**config.mk**
```make
export PLATFORM = sky130hd
export DESIGN_NAME = out_collect
export DESIGN_NICKNAME = d
export VERILOG_FILES = /design/src/rtl/out_collect.sv
export SDC_FILE = /design/constraint.sdc
export NUM_CORES = 1
export LEC_CHECK = 0
export BUFFER_PORTS_ARGS = -buffer_cell sky130_fd_sc_hd__buf_4
export CORE_UTILIZATION = 59
export DETAILED_ROUTE_END_ITERATION = 7
export PLACE_DENSITY_LB_ADDON = 0.05
export SYNTH_ARGS = -nofsm -noshare
export SYNTH_HDL_FRONTEND = slang
export SYNTH_SLANG_ARGS = --single-unit
```
**constraint.sdc**
```tcl
create_clock -name clk_in -period 6.1 [get_ports clk_in]
set_clock_uncertainty 0.2 [all_clocks]
set_input_delay 0.61 -clock clk_in [delete_from_list [all_inputs] [get_ports clk_in]]
set_output_delay 0.61 -clock clk_in [all_outputs]
set_load 0.01 [all_outputs]
```
**src/rtl/out_collect.sv**
```systemverilog
// -----------------------------------------------------------------------------
// out_collect
//
// Output-side collector for the PID pipeline. Result words arrive from the
// pipeline tail as (dv_in, chan_in, data_in). Each word is tagged with the
// output destination currently configured for its channel and is queued in a
// 2^W_DEPTH-entry FIFO. Tagged words are then presented one at a time to the
// DAC/DDS serializer over a valid/ready handshake. Words leave in arrival
// order.
//
// Ports
//   clk_in        : clock, all logic on posedge
//   rst_n_in      : asynchronous active-low reset
//   dv_in         : result valid from the pipeline tail
//   chan_in       : result channel
//   data_in       : result data
//   wr_en         : config write strobe
//   wr_addr       : config address (DEST_ADDR or OVF_CLR_ADDR)
//   wr_chan       : config channel (ignored for OVF_CLR_ADDR)
//   wr_data       : config data; [W_DEST:0] holds the destination field
//   dv_out        : output word valid
//   rdy_in        : serializer ready (don't-care while dv_out=0)
//   dest_out      : destination of the presented word
//   chan_out      : source channel of the presented word
//   data_out      : presented data
//   ovf_out       : sticky flag, set when a mapped word is lost to a full FIFO
//   drop_cnt_out  : saturating count of dropped dv_in words
//
// Build option
//   OUT_COLLECT_DROP_CNT_EN : when defined, drop_cnt_out is a live 16-bit
//   saturating counter; otherwise the counter is absent and the port is 0.
//
// Destination field encoding: {1'b1, W_DEST'b0} is NULL (channel unmapped).
// A non-NULL field whose low W_DEST bits are >= N_DEST is also unroutable.
// -----------------------------------------------------------------------------
module out_collect #(
  parameter int W_CHAN    = 5,
  parameter int N_CHAN    = 8,
  parameter int W_DATA    = 18,
  parameter int W_DEST    = 4,
  parameter int N_DEST    = 8,
  parameter int W_DEPTH   = 4,
  parameter int W_WR_ADDR = 16,
  parameter int W_WR_CHAN = 16,
  parameter int W_WR_DATA = 48,
  parameter logic [W_WR_ADDR-1:0] DEST_ADDR    = 16'h0040,
  parameter logic [W_WR_ADDR-1:0] OVF_CLR_ADDR = 16'h0041
) (
  input  logic                 clk_in,
  input  logic                 rst_n_in,
  // pipeline tail
  input  logic                 dv_in,
  input  logic [W_CHAN-1:0]    chan_in,
  input  logic [W_DATA-1:0]    data_in,
  // config bus
  input  logic                 wr_en,
  input  logic [W_WR_ADDR-1:0] wr_addr,
  input  logic [W_WR_CHAN-1:0] wr_chan,
  input  logic [W_WR_DATA-1:0] wr_data,
  // serializer side
  output logic                 dv_out,
  input  logic                 rdy_in,
  output logic [W_DEST-1:0]    dest_out,
  output logic [W_CHAN-1:0]    chan_out,
  output logic [W_DATA-1:0]    data_out,
  // status
  output logic                 ovf_out,
  output logic [15:0]          drop_cnt_out
);

  localparam int W_IDX = $clog2(N_CHAN);
  localparam int W_ENT = W_DEST + W_CHAN + W_DATA;
  localparam int DEPTH = 1 << W_DEPTH;

  localparam logic [W_DEST:0] DEST_NULL = {1'b1, {W_DEST{1'b0}}};

  // Output register FSM encoding
  localparam logic [0:0] ST_EMPTY = 1'b0;
  localparam logic [0:0] ST_VALID = 1'b1;

  // ---------------------------------------------------------------------------
  // Config decode
  // ---------------------------------------------------------------------------
  logic w_wr_dest;
  logic w_ovf_clr;

  assign w_wr_dest = wr_en && (wr_addr == DEST_ADDR) &&
                     ({{(32-W_WR_CHAN){1'b0}}, wr_chan} < N_CHAN);
  assign w_ovf_clr = wr_en && (wr_addr == OVF_CLR_ADDR);

  // ---------------------------------------------------------------------------
  // Per-channel destination table
  // ---------------------------------------------------------------------------
  logic [W_DEST:0] r_dest_mem [N_CHAN];

  // NOTE: state is assigned with <= so every register samples the values that
  // held before the clock edge; '=' here would make results depend on the
  // order the simulator runs these blocks.
  always_ff @(posedge clk_in or negedge rst_n_in) begin
    if (!rst_n_in) begin
      for (int i = 0; i < N_CHAN; i++) begin
        r_dest_mem[i] <= DEST_NULL;
      end
    end else if (w_wr_dest) begin
      r_dest_mem[wr_chan[W_IDX-1:0]] <= wr_data[W_DEST:0];
    end
  end

  // ---------------------------------------------------------------------------
  // Arrival classification. The lookup reads the table as it stands before
  // this edge, so a same-cycle config write affects only later words.
  // ---------------------------------------------------------------------------
  logic            w_chan_ok;
  logic [W_DEST:0] w_cur_dest;
  logic            w_mapped;
  logic            w_full;
  logic            w_empty;
  logic            w_push;
  logic            w_drop;
  logic            w_drop_full;

  assign w_chan_ok  = ({{(32-W_CHAN){1'b0}}, chan_in} < N_CHAN);
  assign w_cur_dest = r_dest_mem[chan_in[W_IDX-1:0]];
  assign w_mapped   = w_chan_ok && (w_cur_dest != DEST_NULL) &&
                      ({{(32-W_DEST){1'b0}}, w_cur_dest[W_DEST-1:0]} < N_DEST);

  // Full is judged on the pre-edge pointers: a word arriving while full is
  // lost even if the head leaves on the same edge.
  assign w_push      = dv_in && w_mapped && !w_full;
  assign w_drop_full = dv_in && w_mapped && w_full;
  assign w_drop      = dv_in && !w_push;

  // ---------------------------------------------------------------------------
  // FIFO: pointers carry one extra wrap bit to tell full from empty.
  // ---------------------------------------------------------------------------
  logic [W_DEPTH:0]  r_wr_ptr;
  logic [W_DEPTH:0]  r_rd_ptr;
  logic [W_ENT-1:0]  r_fifo_mem [DEPTH];
  logic [W_ENT-1:0]  w_head;
  logic              w_pop;

  assign w_empty = (r_wr_ptr == r_rd_ptr);
  assign w_full  = (r_wr_ptr[W_DEPTH] != r_rd_ptr[W_DEPTH]) &&
                   (r_wr_ptr[W_DEPTH-1:0] == r_rd_ptr[W_DEPTH-1:0]);
  assign w_head  = r_fifo_mem[r_rd_ptr[W_DEPTH-1:0]];

  // NOTE: the storage array has no reset; the pointers alone define which
  // entries are live, and leaving the array unreset lets it map to RAM.
  always_ff @(posedge clk_in) begin
    if (w_push) begin
      r_fifo_mem[r_wr_ptr[W_DEPTH-1:0]] <= {w_cur_dest[W_DEST-1:0], chan_in, data_in};
    end
  end

  always_ff @(posedge clk_in or negedge rst_n_in) begin
    if (!rst_n_in) begin
      r_wr_ptr <= '0;
      r_rd_ptr <= '0;
    end else begin
      if (w_push) r_wr_ptr <= r_wr_ptr + 1'b1;
      if (w_pop)  r_rd_ptr <= r_rd_ptr + 1'b1;
    end
  end

  // ---------------------------------------------------------------------------
  // Output register FSM. The head is moved into the output register when the
  // register is free, or when its current word is taken this cycle, which
  // gives one word per cycle while rdy_in stays high.
  // ---------------------------------------------------------------------------
  logic [0:0] r_state;
  logic [0:0] w_state_nxt;

  // NOTE: every signal driven here gets a default first, so no path through
  // the case statement leaves one unassigned and no latch is inferred.
  always_comb begin
    w_pop       = 1'b0;
    w_state_nxt = r_state;
    case (r_state)
      ST_EMPTY: begin
        if (!w_empty) begin
          w_pop       = 1'b1;
          w_state_nxt = ST_VALID;
        end
      end
      ST_VALID: begin
        if (rdy_in) begin
          if (!w_empty) begin
            w_pop = 1'b1;
          end else begin
            w_state_nxt = ST_EMPTY;
          end
        end
      end
      default: w_state_nxt = ST_EMPTY;
    endcase
  end

  logic [W_DEST-1:0] r_dest_out;
  logic [W_CHAN-1:0] r_chan_out;
  logic [W_DATA-1:0] r_data_out;

  always_ff @(posedge clk_in or negedge rst_n_in) begin
    if (!rst_n_in) begin
      r_state    <= ST_EMPTY;
      r_dest_out <= '0;
      r_chan_out <= '0;
      r_data_out <= '0;
    end else begin
      r_state <= w_state_nxt;
      if (w_pop) begin
        {r_dest_out, r_chan_out, r_data_out} <= w_head;
      end
    end
  end

  assign dv_out   = (r_state == ST_VALID);
  assign dest_out = r_dest_out;
  assign chan_out = r_chan_out;
  assign data_out = r_data_out;

  // ---------------------------------------------------------------------------
  // Status. A clear write takes priority over a drop on the same edge.
  // ---------------------------------------------------------------------------
  logic r_ovf;

  always_ff @(posedge clk_in or negedge rst_n_in) begin
    if (!rst_n_in) begin
      r_ovf <= 1'b0;
    end else if (w_ovf_clr) begin
      r_ovf <= 1'b0;
    end else if (w_drop_full) begin
      r_ovf <= 1'b1;
    end
  end

  assign ovf_out = r_ovf;

  // Config data above the destination field carries nothing for this block.
  logic w_unused;

`ifdef OUT_COLLECT_DROP_CNT_EN
  logic [15:0] r_drop_cnt;

  always_ff @(posedge clk_in or negedge rst_n_in) begin
    if (!rst_n_in) begin
      r_drop_cnt <= '0;
    end else if (w_ovf_clr) begin
      r_drop_cnt <= '0;
    end else if (w_drop && (r_drop_cnt != 16'hFFFF)) begin
      r_drop_cnt <= r_drop_cnt + 16'd1;
    end
  end

  assign drop_cnt_out = r_drop_cnt;
  assign w_unused     = ^wr_data[W_WR_DATA-1:W_DEST+1];
`else
  assign drop_cnt_out = 16'd0;
  assign w_unused     = ^{wr_data[W_WR_DATA-1:W_DEST+1], w_drop};
`endif

endmodule

```
Word level (Yosys, flattened, before mapping). Memories as Yosys holds them, arrays and structs flattened. A register that Yosys moved wholly into a read port is not among the register bits. Cells that the tools add are included.

$add $sub $neg: 2. $lt $le $gt $ge: 6. Equal/unequal tests: 6. Muxes and demuxes: 15. Bitwise gates (word level): 3. Reduce and logical (&&, ||, !) cells: 13.

Operators by type and width (number): bitwise mux 40 bit (1); equality test 16 x 7 -> 1 bit (second input constant) (2); less-than comparator 16 x 4 -> 1 bit (second input constant) (1); binary-select mux 5 bit (select 3 bit) (1); demux 5 bit (select 3 bit) (1); 2-to-1 mux 5 bit (3); adder 5 x 1 -> 5 bit (second input constant) (2); logical AND 1 bit (10); >= comparator 4 bit (second input constant) (2); NOT 3 -> 4 bit (2); 2-to-1 mux 1 bit (7); equality test 5 bit (1); less-than comparator 5 x 4 -> 1 bit (second input constant) (1); != test 5 bit (second input constant) (1); equality test 4 bit (1); less-than comparator 4 x 1 -> 1 bit (second input constant) (1); less-than comparator 4 bit (second input constant) (1); one-hot mux 1 bit (2 select lines) (2); logical NOT 1 bit (2); nonzero test 2 bit (1); != test 1 bit (1); NOT 1 bit (1).

Register bits: 52. RAM bits: 432. Input bits: 108. Output and inout port bits: 45. Logic and storage cells: 58. Memories: 1.

Memories: r_fifo_mem (words 16, width 27, rd ports 1, clocked after memory_dff 1, write ports 1, RTL line 138) `logic [W_ENT-1:0] r_fifo_mem [DEPTH];`.

Longest topological paths before layout. Gate-level depths: netlist (run 1).

Depth in word-level cells: 11. Mapped depth: 9. Gate-level depth less buffers: 5.

Worst setup path before layout (run 1). Ideal clock, no wire load.

Path kind: input to register. Start point: input chan_in[1]. End point: memory r_fifo_mem[15][0] in the netlist's numbering, enable pin. Setup time: 0.431 ns. Data arrival time: 3.442 ns. Data required time: 5.469 ns. Slack: 2.027 ns. Stages on the path: 5. Buffers on the path: 1. Cells stage by stage: clkbuf_1 > mux4_2 > mux2i_1 > nor4_4 > nor4b_2.

Longest elaborated chain between the ends: 11. Elaborated cells between the ends (all ways): 13.

RTL lines: start, declared (RTL line 53) `input logic [W_CHAN-1:0] chan_in,`; parallel branches: the longest is 6 deep, another holds less-than comparator 4 bit; logical AND 1 bit (*) (RTL line 124) `assign w_mapped = w_chan_ok && (w_cur_dest != DEST_NULL) &&`; logical AND 1 bit (*) (2 in a row) (RTL line 129) `assign w_push = dv_in && w_mapped && !w_full;`; 2-to-1 mux 1 bit (*) (RTL line 150) `if (w_push) begin`; 2-to-1 mux 1 bit (implied by the code) (*) (RTL line 151) `r_fifo_mem[r_wr_ptr[W_DEPTH-1:0]] <= {w_cur_dest[W_DEST-1:0], chan_in, data_in};`; end, declared (RTL line 138).

Every way passes the cells marked *. The select of a mux whose other input is x is not followed.

Worst setup path after layout (run 1).
Start point: input chan_in[0]. End point: memory r_fifo_mem[10][9] in the netlist's numbering, enable pin.

Same word-level chain as after synthesis.

==> results of run 1 <==
==> final timing paths <==
path,start,slack (ns),to
min in group asynchronous,rst_n_in,0.40,r_dest_mem[35]
max in group asynchronous,rst_n_in,4.21,r_rd_ptr[0]
setup / recovery,chan_in[0],2.50,r_fifo_mem[10][9]
setup reg to reg,r_rd_ptr[2],2.56,r_fifo_mem[10][9]
hold / removal,wr_addr[0],0.03,ovf_out
hold reg to reg,dest_out[2],0.27,dest_out[2]
==> logic make-up after synthesis <==
group,after synthesis,share of synthesized area [%]
AOI/OAI and AO/OA,138,4.82
muxes,192,15.6
buffers and inverters,78,1.91
and+or+nand+nor,63,2.09
other,1,0.0187
xor gates and xnor gates,14,0.612
adders and majority gates,5,0.312
DFF,511,74.7
==> cell type report <==
cell class / count / area, µm² / area share [%]
clock buffer: 79 / 1450 / 6.39
clock inverter: 15 / 136 / 0.600
inverter: 5 / 18.8 / 0.0826
multi-input combinational: 428 / 4790 / 21.1
sequential: 511 / 15000 / 65.9
tap: 448 / 561 / 2.47
timing repair buffer: 107 / 806 / 3.55
==> Yosys cell counts (all sizes together) (13+ instances only) <==
master | instances | area share [%]
buf | 34 | 1.1
mux2 | 45 | 2.5
dfrtp | 71 | 8.9
o221ai | 27 | 1.2
edfxtp | 432 | 65
mux2i | 56 | 2.8
clkbuf | 39 | 0.73
o22ai | 27 | 0.84
and3 | 13 | 0.41
mux4 | 91 | 10
a21o | 27 | 1.0
o21ai | 29 | 0.72
a211oi | 27 | 1.0
==> metal layers <==
metal / global-route usage, % / part of all wire [%] / up-vias
met5: 0 / 0 / -
met1: 37.0 / 44 / 5202
met2: 40.1 / 48 / 351
met3: 4.17 / 5.9 / 74
met4: 7.41 / 2.3 / 0
li1: - / - / 4305
==> flip-flops by register name, summed over array words and instances (netlist names) <==
register and cells:
r_fifo_mem 432, r_dest_mem 40, data_out 18, chan_out 5
r_rd_ptr 5, r_wr_ptr 5, dest_out 4, dv_out 1
ovf_out 1
==> worst register-to-register path, cell delays in order (launching register included) <==
cell	delay, ns
dfrtp_2	0.79
xnor2_1	0.15
nand4_1	0.28
nor2_1	0.12
nor3_2	0.56
and3_2	1.03
==> report_power, final <==
part	switching, mW	leakage (nW)	internal, mW
Sequential	0.230	5.01	3.99
Combinational	1.27	2.43	1.08
Clock	1.24	0.778	1.72
==> metrics by stage <==
stage | power, mW | hold WS, ns
2_1_floorplan | 5.89 | 0.114
3_3_place_gp | 6.63 | 0.261
3_5_place_dp | 6.67 | 0.267
4_1_cts | 9.61 | 0.00692
5_1_grt | 9.93 | 0.0169
6_report | 9.54 | 0.0306
==> flow_summary.yaml, run 1 <==
critical_path:
  critPathCaptureType: "register"
  path_delay_family: "simple AND/OR/NAND/NOR gates"
  slowest_stage: "and3_2"
  cp_num_cells: 6
  cp_max_fo: 27
  cp.required_ns: 6.08
  slowest_delay_ns: 1.03
  reg2reg_depth: 5
  startpoint_type: "input port"
  critPathBufInv: 1
  criticalPathCategory: "in -> reg"
  path_cells: "buf_4, mux4_2, mux2i_1, nand3_1, nor3_2, and3_2"
  critPathArrivalTime_ns: 3.58
power_and_ir_drop:
  ir_worst_vdd_mv: 0.325
  powerDensity_nw_per_um2: 420
  power.leakage_nw: 8.22
floorplanning:
  start_util_pct: 59.9
  boundaryPins: 153
  die_y_um: 186
  fp.coreArea_um2: 33400
  die-area_um2: 34700
  fp.dieW_um: 186
  rows: 67
detailed_routing:
  drt-total-wl_um: 42300
  drc: 0
  vias_per_cell: 6.23
  drtPass1Iterations: 5
  ant_nets: 0
  wire_per_inst_um: 26.5
  initialDrtViolationCount: 891
  vias: 9932
clock_network:
  root_buffer: "clkbuf_16"
  cts_resized: 0
  postCtsHoldBufs: 1
  clkSinkCount: 511
  htree_levels: 2
  cts_made_buffers: 51
  postCtsSetupBuffers: 0
  clock_latency_ns: 0.57
  path_clk_slew_ns: 0.06
  cts_tree: "done"
  clockBufferDepth: 3
synthesis:
  synth-main-ff-cell: "edfxtp_1"
  ys_ff_latch: 511
  synth_edf_count: 432
  yosys_warnings: 0
  ys_seq_area_share_pct: 74.7
  synth.distinct_cells: 42
  postSynth.asyncResetShare_pct: 15.5
  syn_inst: 1002
  mappedNetlistArea_um2: 20000
  avgSynthCellArea_um2: 20.0
min_path:
  holdCritPathClass: "in -> reg"
  min_path_cells: 2
timing:
  rsz0062_at_grt: "false"
  finalCritPeriodShare_pct: 59.1
  final_hold_viol_count: 0
  fmax_ghz: 0.278
  worst_slack_ns: 2.50
  finalMaxSlewViolations: 0
  slew_headroom_pct: 27.0
  period_needed_ns: 3.60
  setup_tns_ns: 0
  worstMarginPinSlew_ns: 1.09
  setup_viol: 0
final_layout:
  utilization_pct: 68.0
  mostFrequentLayoutCells: "edfxtp_1, buf_4, mux4_2, dfrtp_1, mux2i_1"
  final_cells: 1593
  drive_gt1_share_pct: 26.6
  num-nets-final: 1217
  areaGrowthSynthToFinish_pct: 13.5
  diodes: 0
  nFillCells: 2194
  final_common_cell: "edfxtp_1"
  final_area_um2: 22700
placed_design:
  dp_hpwl_um: 22000
  postPlaceCellArea_um2: 21100
  dp.cells: 1498
  dp_slack_ns: 1.92
  place.gp.congestion: 0.749
  port_buffers: 93
run:
  drv_cap: 0
grt:
  overflow: 0
  grt_pass1_vias: 10100
  grt_start_max_net_pins: 55
  grt.total_usage_pct: 25.4
  grt_pass1_wl_um: 62400
  antenna_found_initial: 0
run_status:
  status: "completed"
No activity file was read; power rests on OpenSTA's default activity.
==> run 2, diff against run 1 <==
- clock period: 6.1 -> 3.53 ns (I/O delays scaled with it)
==> run 2 against run 1 <==
Against the previous run: sequential power rose by 68%; worst setup slack got worse by 2.1 ns; utilization rose by 2.1 points; clock-buffer cell count shrank 17; first-iteration DRC count increased by 3.8%; total power increased by 75%; die area unchanged; critical path type unchanged; largest cell class unchanged.
==> flow_summary.yaml, run 2 (synthesized netlist as in run 1, its figures left out) <==
final_layout:
  mostFrequentLayoutCells: "edfxtp_1, buf_4, mux4_2, dfrtp_1, mux2i_1"
  drive_gt1_share_pct: 28.7
  largest_reg_flops: 432
  num-nets-final: 1287
  final_cells: 1663
  final_area_um2: 23400
  areaGrowthSynthToFinish_pct: 17.0
  final_common_cell: "edfxtp_1"
  diodes: 0
  nFillCells: 2118
  utilization_pct: 70.0
power_and_ir_drop:
  ir_worst_vdd_mv: 0.442
  powerDensity_nw_per_um2: 712
  power.leakage_nw: 8.59
timing:
  worstMarginPinSlew_ns: 0.886
  setup_viol: 0
  finalMaxSlewViolations: 0
  setup_tns_ns: 0
  finalCritPeriodShare_pct: 89.3
  fmax_ghz: 0.317
  slew_headroom_pct: 41.0
  rsz0062_at_grt: "false"
  period_needed_ns: 3.15
  final_hold_viol_count: 0
critical_path:
  path_cells: "dlygate4sd3_1, buf_4, mux4_2, mux2i_1, buf_4, nor4_4, nor3_2, buf_4, and3_2"
  worst_setup_path_endpoint: "r_fifo_mem[4][5]"
  criticalPathCategory: "in -> reg"
  critPathArrivalTime_ns: 3.13
  startpoint_type: "input port"
  critPathCaptureType: "register"
  crit_start: "chan_in[2]"
  reg2reg_depth: 7
  cp_max_fo: 27
  cp.required_ns: 3.50
  slowest_delay_ns: 0.79
  reg2reg_setup_slack_ns: 0.55
  reg2reg_from: "r_dest_mem[4]"
  r2r_end: "r_fifo_mem[4][5]"
  slowest_stage: "and3_2"
  cp_common_cell: "buf_4"
grt:
  grt_start_max_net_pins: 78
  grt.total_usage_pct: 25.3
  antenna_found_initial: 0
  overflow: 0
  grt_pass1_wl_um: 62900
  grt_pass1_vias: 10400
min_path:
  holdCritPathClass: "in -> reg"
  min_from: "chan_in[0]"
detailed_routing:
  drtPass1Iterations: 5
  vias_per_cell: 6.11
  vias: 10200
  drc: 0
  drt-total-wl_um: 42200
  initialDrtViolationCount: 925
  wire_per_inst_um: 25.4
  ant_nets: 0
placed_design:
  port_buffers: 93
  dp_hpwl_um: 24100
  place.gp.congestion: 0.718
  dp.cells: 1541
  postPlaceCellArea_um2: 21500
clock_network:
  cts_resized: 0
  cts_tree: "done"
  clockBufferDepth: 3
  cts_made_buffers: 50
  path_clk_slew_ns: 0.06
  clock_latency_ns: 0.56
  root_buffer: "clkbuf_16"
  postCtsSetupBuffers: 0
  postCtsHoldBufs: 29
  clkSinkCount: 511
  htree_levels: 2
floorplanning:
  die_y_um: 186
  start_util_pct: 59.9
  rows: 67
  boundaryPins: 153
  fp.dieW_um: 186
  fp.coreArea_um2: 33400
  die-area_um2: 34700
run_status:
  status: "completed"
run:
  drv_cap: 0
[run 2: cell types whose count changed in the layout (fill, tap and decap cells not counted), moves of 2 or more]
cell,delta
buf_4,+35
dlygate4sd3_1,+28
clkbuf_1,-13
buf_12,+8
clkinv_1,+8
clkinv_2,+5
clkbuf_8,-3
bufinv_16,+2
clkinvlp_4,+2
[run 2: worst min path at each step]
stage,endpoint,slack (ns),depth (start not counted)
after floorplan,chan_out[0],-0.14,0
after CTS,r_fifo_mem[1][18],0.009,1
after global routing,r_fifo_mem[3][18],0.03,1
after global placement,data_out[13],0.26,1
after detailed placement,dest_out[1],0.27,1
final,r_fifo_mem[1][18],0.02,1
[run 2: layout make-up]
class                      count  area, µm²  share of cell area [%]
tap                          448        561                    2.39
inverter                       5       18.8                  0.0801
timing repair buffer         178       1510                    6.44
clock buffer                  62       1340                    5.71
sequential                   511      15000                    63.9
clock inverter                31        250                    1.07
multi-input combinational    428       4780                    20.4
[run 2: worst max-delay path: cells and delay by family]
kind	cells	cell delay, ns
buffers and inverters	4	1.18
muxes	2	0.55
and+or+nand+nor	3	1.02
[run 2: through the flow]
stage	power, mW	setup WS, ns	hold WS [ns]
global route	17.4	0.243	0.0324
CTS	16.8	0.383	0.00902
global placement	11.6	0.255	0.260
finish	16.7	0.377	0.0202
detailed placement	11.7	0.231	0.267
floorplan	10.2	0.256	-0.143
[run 2: layer usage]
metal / vias to the layer above / GRT usage (%) / wire, µm
met5: - / 0 / 0
met4: 0 / 7.74 / 1050
met3: 69 / 3.99 / 2300
met2: 325 / 40.5 / 20200
met1: 5311 / 36.4 / 18700
li1: 4451 / - / -
[run 2: report_power, final]
part           switching [mW]  internal [mW]
Clock                    2.16           2.98
Sequential              0.211           6.90
Combinational            2.44           2.00
==> run 3, diff against run 2 <==
- CAP_MARGIN: default -> 25
- CORE_MARGIN: default -> 2
==> run 3 against run 2 <==
Against the previous run: clock power decreased by 4.9%; global-route usage shrank 0.35 points; worst setup slack got worse by 0.19 ns; largest cell class unchanged; largest power group unchanged; highest routed layer unchanged.
==> flow_summary.yaml, run 3 (synthesized netlist as in run 1, its figures left out) <==
timing:
  period_needed_ns: 3.35
  final_hold_viol_count: 0
  finalCritPeriodShare_pct: 94.8
  slew_headroom_pct: 41.8
  finalMaxSlewViolations: 0
  worst_slack_ns: 0.185
  worstMarginPinSlew_ns: 0.872
  setup_tns_ns: 0
  rsz0062_at_grt: "false"
  fmax_ghz: 0.299
  setup_viol: 0
clock_network:
  htree_levels: 2
  root_buffer: "clkbuf_16"
  clock_latency_ns: 0.55
  cts_tree: "done"
  cts_made_buffers: 50
  clockBufferDepth: 3
  path_clk_slew_ns: 0.06
  postCtsSetupBuffers: 0
  clkSinkCount: 511
final_layout:
  final_common_cell: "edfxtp_1"
  diodes: 0
  num-nets-final: 1281
  final_area_um2: 23300
  drive_gt1_share_pct: 27.4
  areaGrowthSynthToFinish_pct: 16.2
  mostFrequentLayoutCells: "edfxtp_1, buf_4, mux4_2, dfrtp_1, mux2i_1"
  largest_reg_flops: 432
grt:
  globalRouteMet3Util_pct: 3.61
  antenna_found_initial: 0
  grt_util_met1_pct: 38.0
  grt_start_max_net_pins: 90
  grt.total_usage_pct: 25.0
  grt_pass1_vias: 10600
  grt_pass1_wl_um: 65500
  overflow: 0
  use_met2_pct: 39.4
  top_usage_layer: "met2"
critical_path:
  critPathBufInv: 3
  path_delay_family: "simple AND/OR/NAND/NOR gates"
  critPathCaptureType: "register"
  criticalPathCategory: "in -> reg"
  startpoint_type: "input port"
  cp_common_cell: "buf_4"
  cp_max_fo: 27
  critPathArrivalTime_ns: 3.32
  path_cells: "dlygate4sd3_1, buf_4, mux4_2, mux2i_1, nand3_1, nor3_2, buf_4, and3_2"
  slowest_stage: "and3_2"
  cp.required_ns: 3.50
  slowest_delay_ns: 0.76
power_and_ir_drop:
  ir_worst_vdd_mv: 0.709
  power.leakage_nw: 8.49
  powerDensity_nw_per_um2: 710
  total_power_mw: 16.5
floorplanning:
  fp.dieW_um: 188
  rows: 67
  die-area_um2: 35400
  fp.coreArea_um2: 33400
  start_util_pct: 59.9
  die_y_um: 188
  boundaryPins: 153
placed_design:
  dp_hpwl_um: 24700
  dp_slack_ns: 0.167
  postPlaceCellArea_um2: 21500
  place.gp.congestion: 0.757
  port_buffers: 93
detailed_routing:
  vias_per_cell: 6.17
  wire_per_inst_um: 25.9
  ant_nets: 0
  initialDrtViolationCount: 964
  drt-total-wl_um: 42900
  drc: 0
  drtPass1Iterations: 5
  vias: 10200
run:
  drv_cap: 0
run_status:
  status: "completed"
min_path:
  holdCritPathClass: "in -> reg"
[run 3: cell types whose count changed in the layout (fill, tap and decap cells not counted), sizes merged]
cell / before / now
clkbuf: 62 / 84
clkinvlp: 2 / 0
bufinv: 4 / 0
clkinv: 24 / 8
buf: 149 / 143
[run 3: per-stage QoR]
step / cells / hold slack, ns / util (%)
floorplan: 1017 / -0.143 / -
global placement: 1535 / 0.260 / 64.3
detailed placement: 1535 / 0.267 / 64.3
CTS: 1657 / 0.00556 / 69.6
global route: 1657 / 0.0129 / 69.6
finish: 1657 / 0.0154 / 69.6
[run 3: final timing paths]
check	startpoint	endpoint	slack (ns)	depth (start not counted)
max reg2reg	r_dest_mem[3]	r_fifo_mem[6][14]	0.48	6
min	chan_in[2]	r_fifo_mem[0][20]	0.02	1
min reg2reg	data_out[12]	data_out[12]	0.28	1
max in group asynchronous	rst_n_in	data_out[11]	2.12	3
min in group asynchronous	rst_n_in	dest_out[1]	0.26	2
max	chan_in[0]	r_fifo_mem[6][14]	0.18	8
[run 3: timing repair]
item                                   4_1_cts  5_1_grt
resized for setup                            0        1
hold buffers                                29        0
setup endpoints to repair                    0       27
endpoints found under the hold margin      414        0
[run 3: final cells by class]
cell class                 count  area (µm²)
clock inverter                 9        43.8
timing repair buffer         172        1450
fill                        2122       10200
sequential                   511       15000
tap                          448         561
multi-input combinational    428        4790
inverter                       5        18.8
clock buffer                  84        1450
[run 3: report_power, final]
part | leakage (nW) | internal, mW | switching, mW
logic | 2.76 | 1.99 | 2.48
clock network | 0.724 | 2.78 | 2.10
registers | 5.01 | 6.90 | 0.279
total | 8.49 | 11.7 | 4.85
[run 3: worst register-to-register path, delay by kind of cell (launching register included)]
kind,cells,cell delay [ns]
simple gates,3,1.19
mux,2,0.67
buf+inv,1,0.21
flops,1,0.38
[run 3: per-layer routing]
metal  vias up  wire (µm)
li1       4429          -
met1      5409      19200
met2       342      20600
met3        48       2530
met4         0        626
met5         -          0
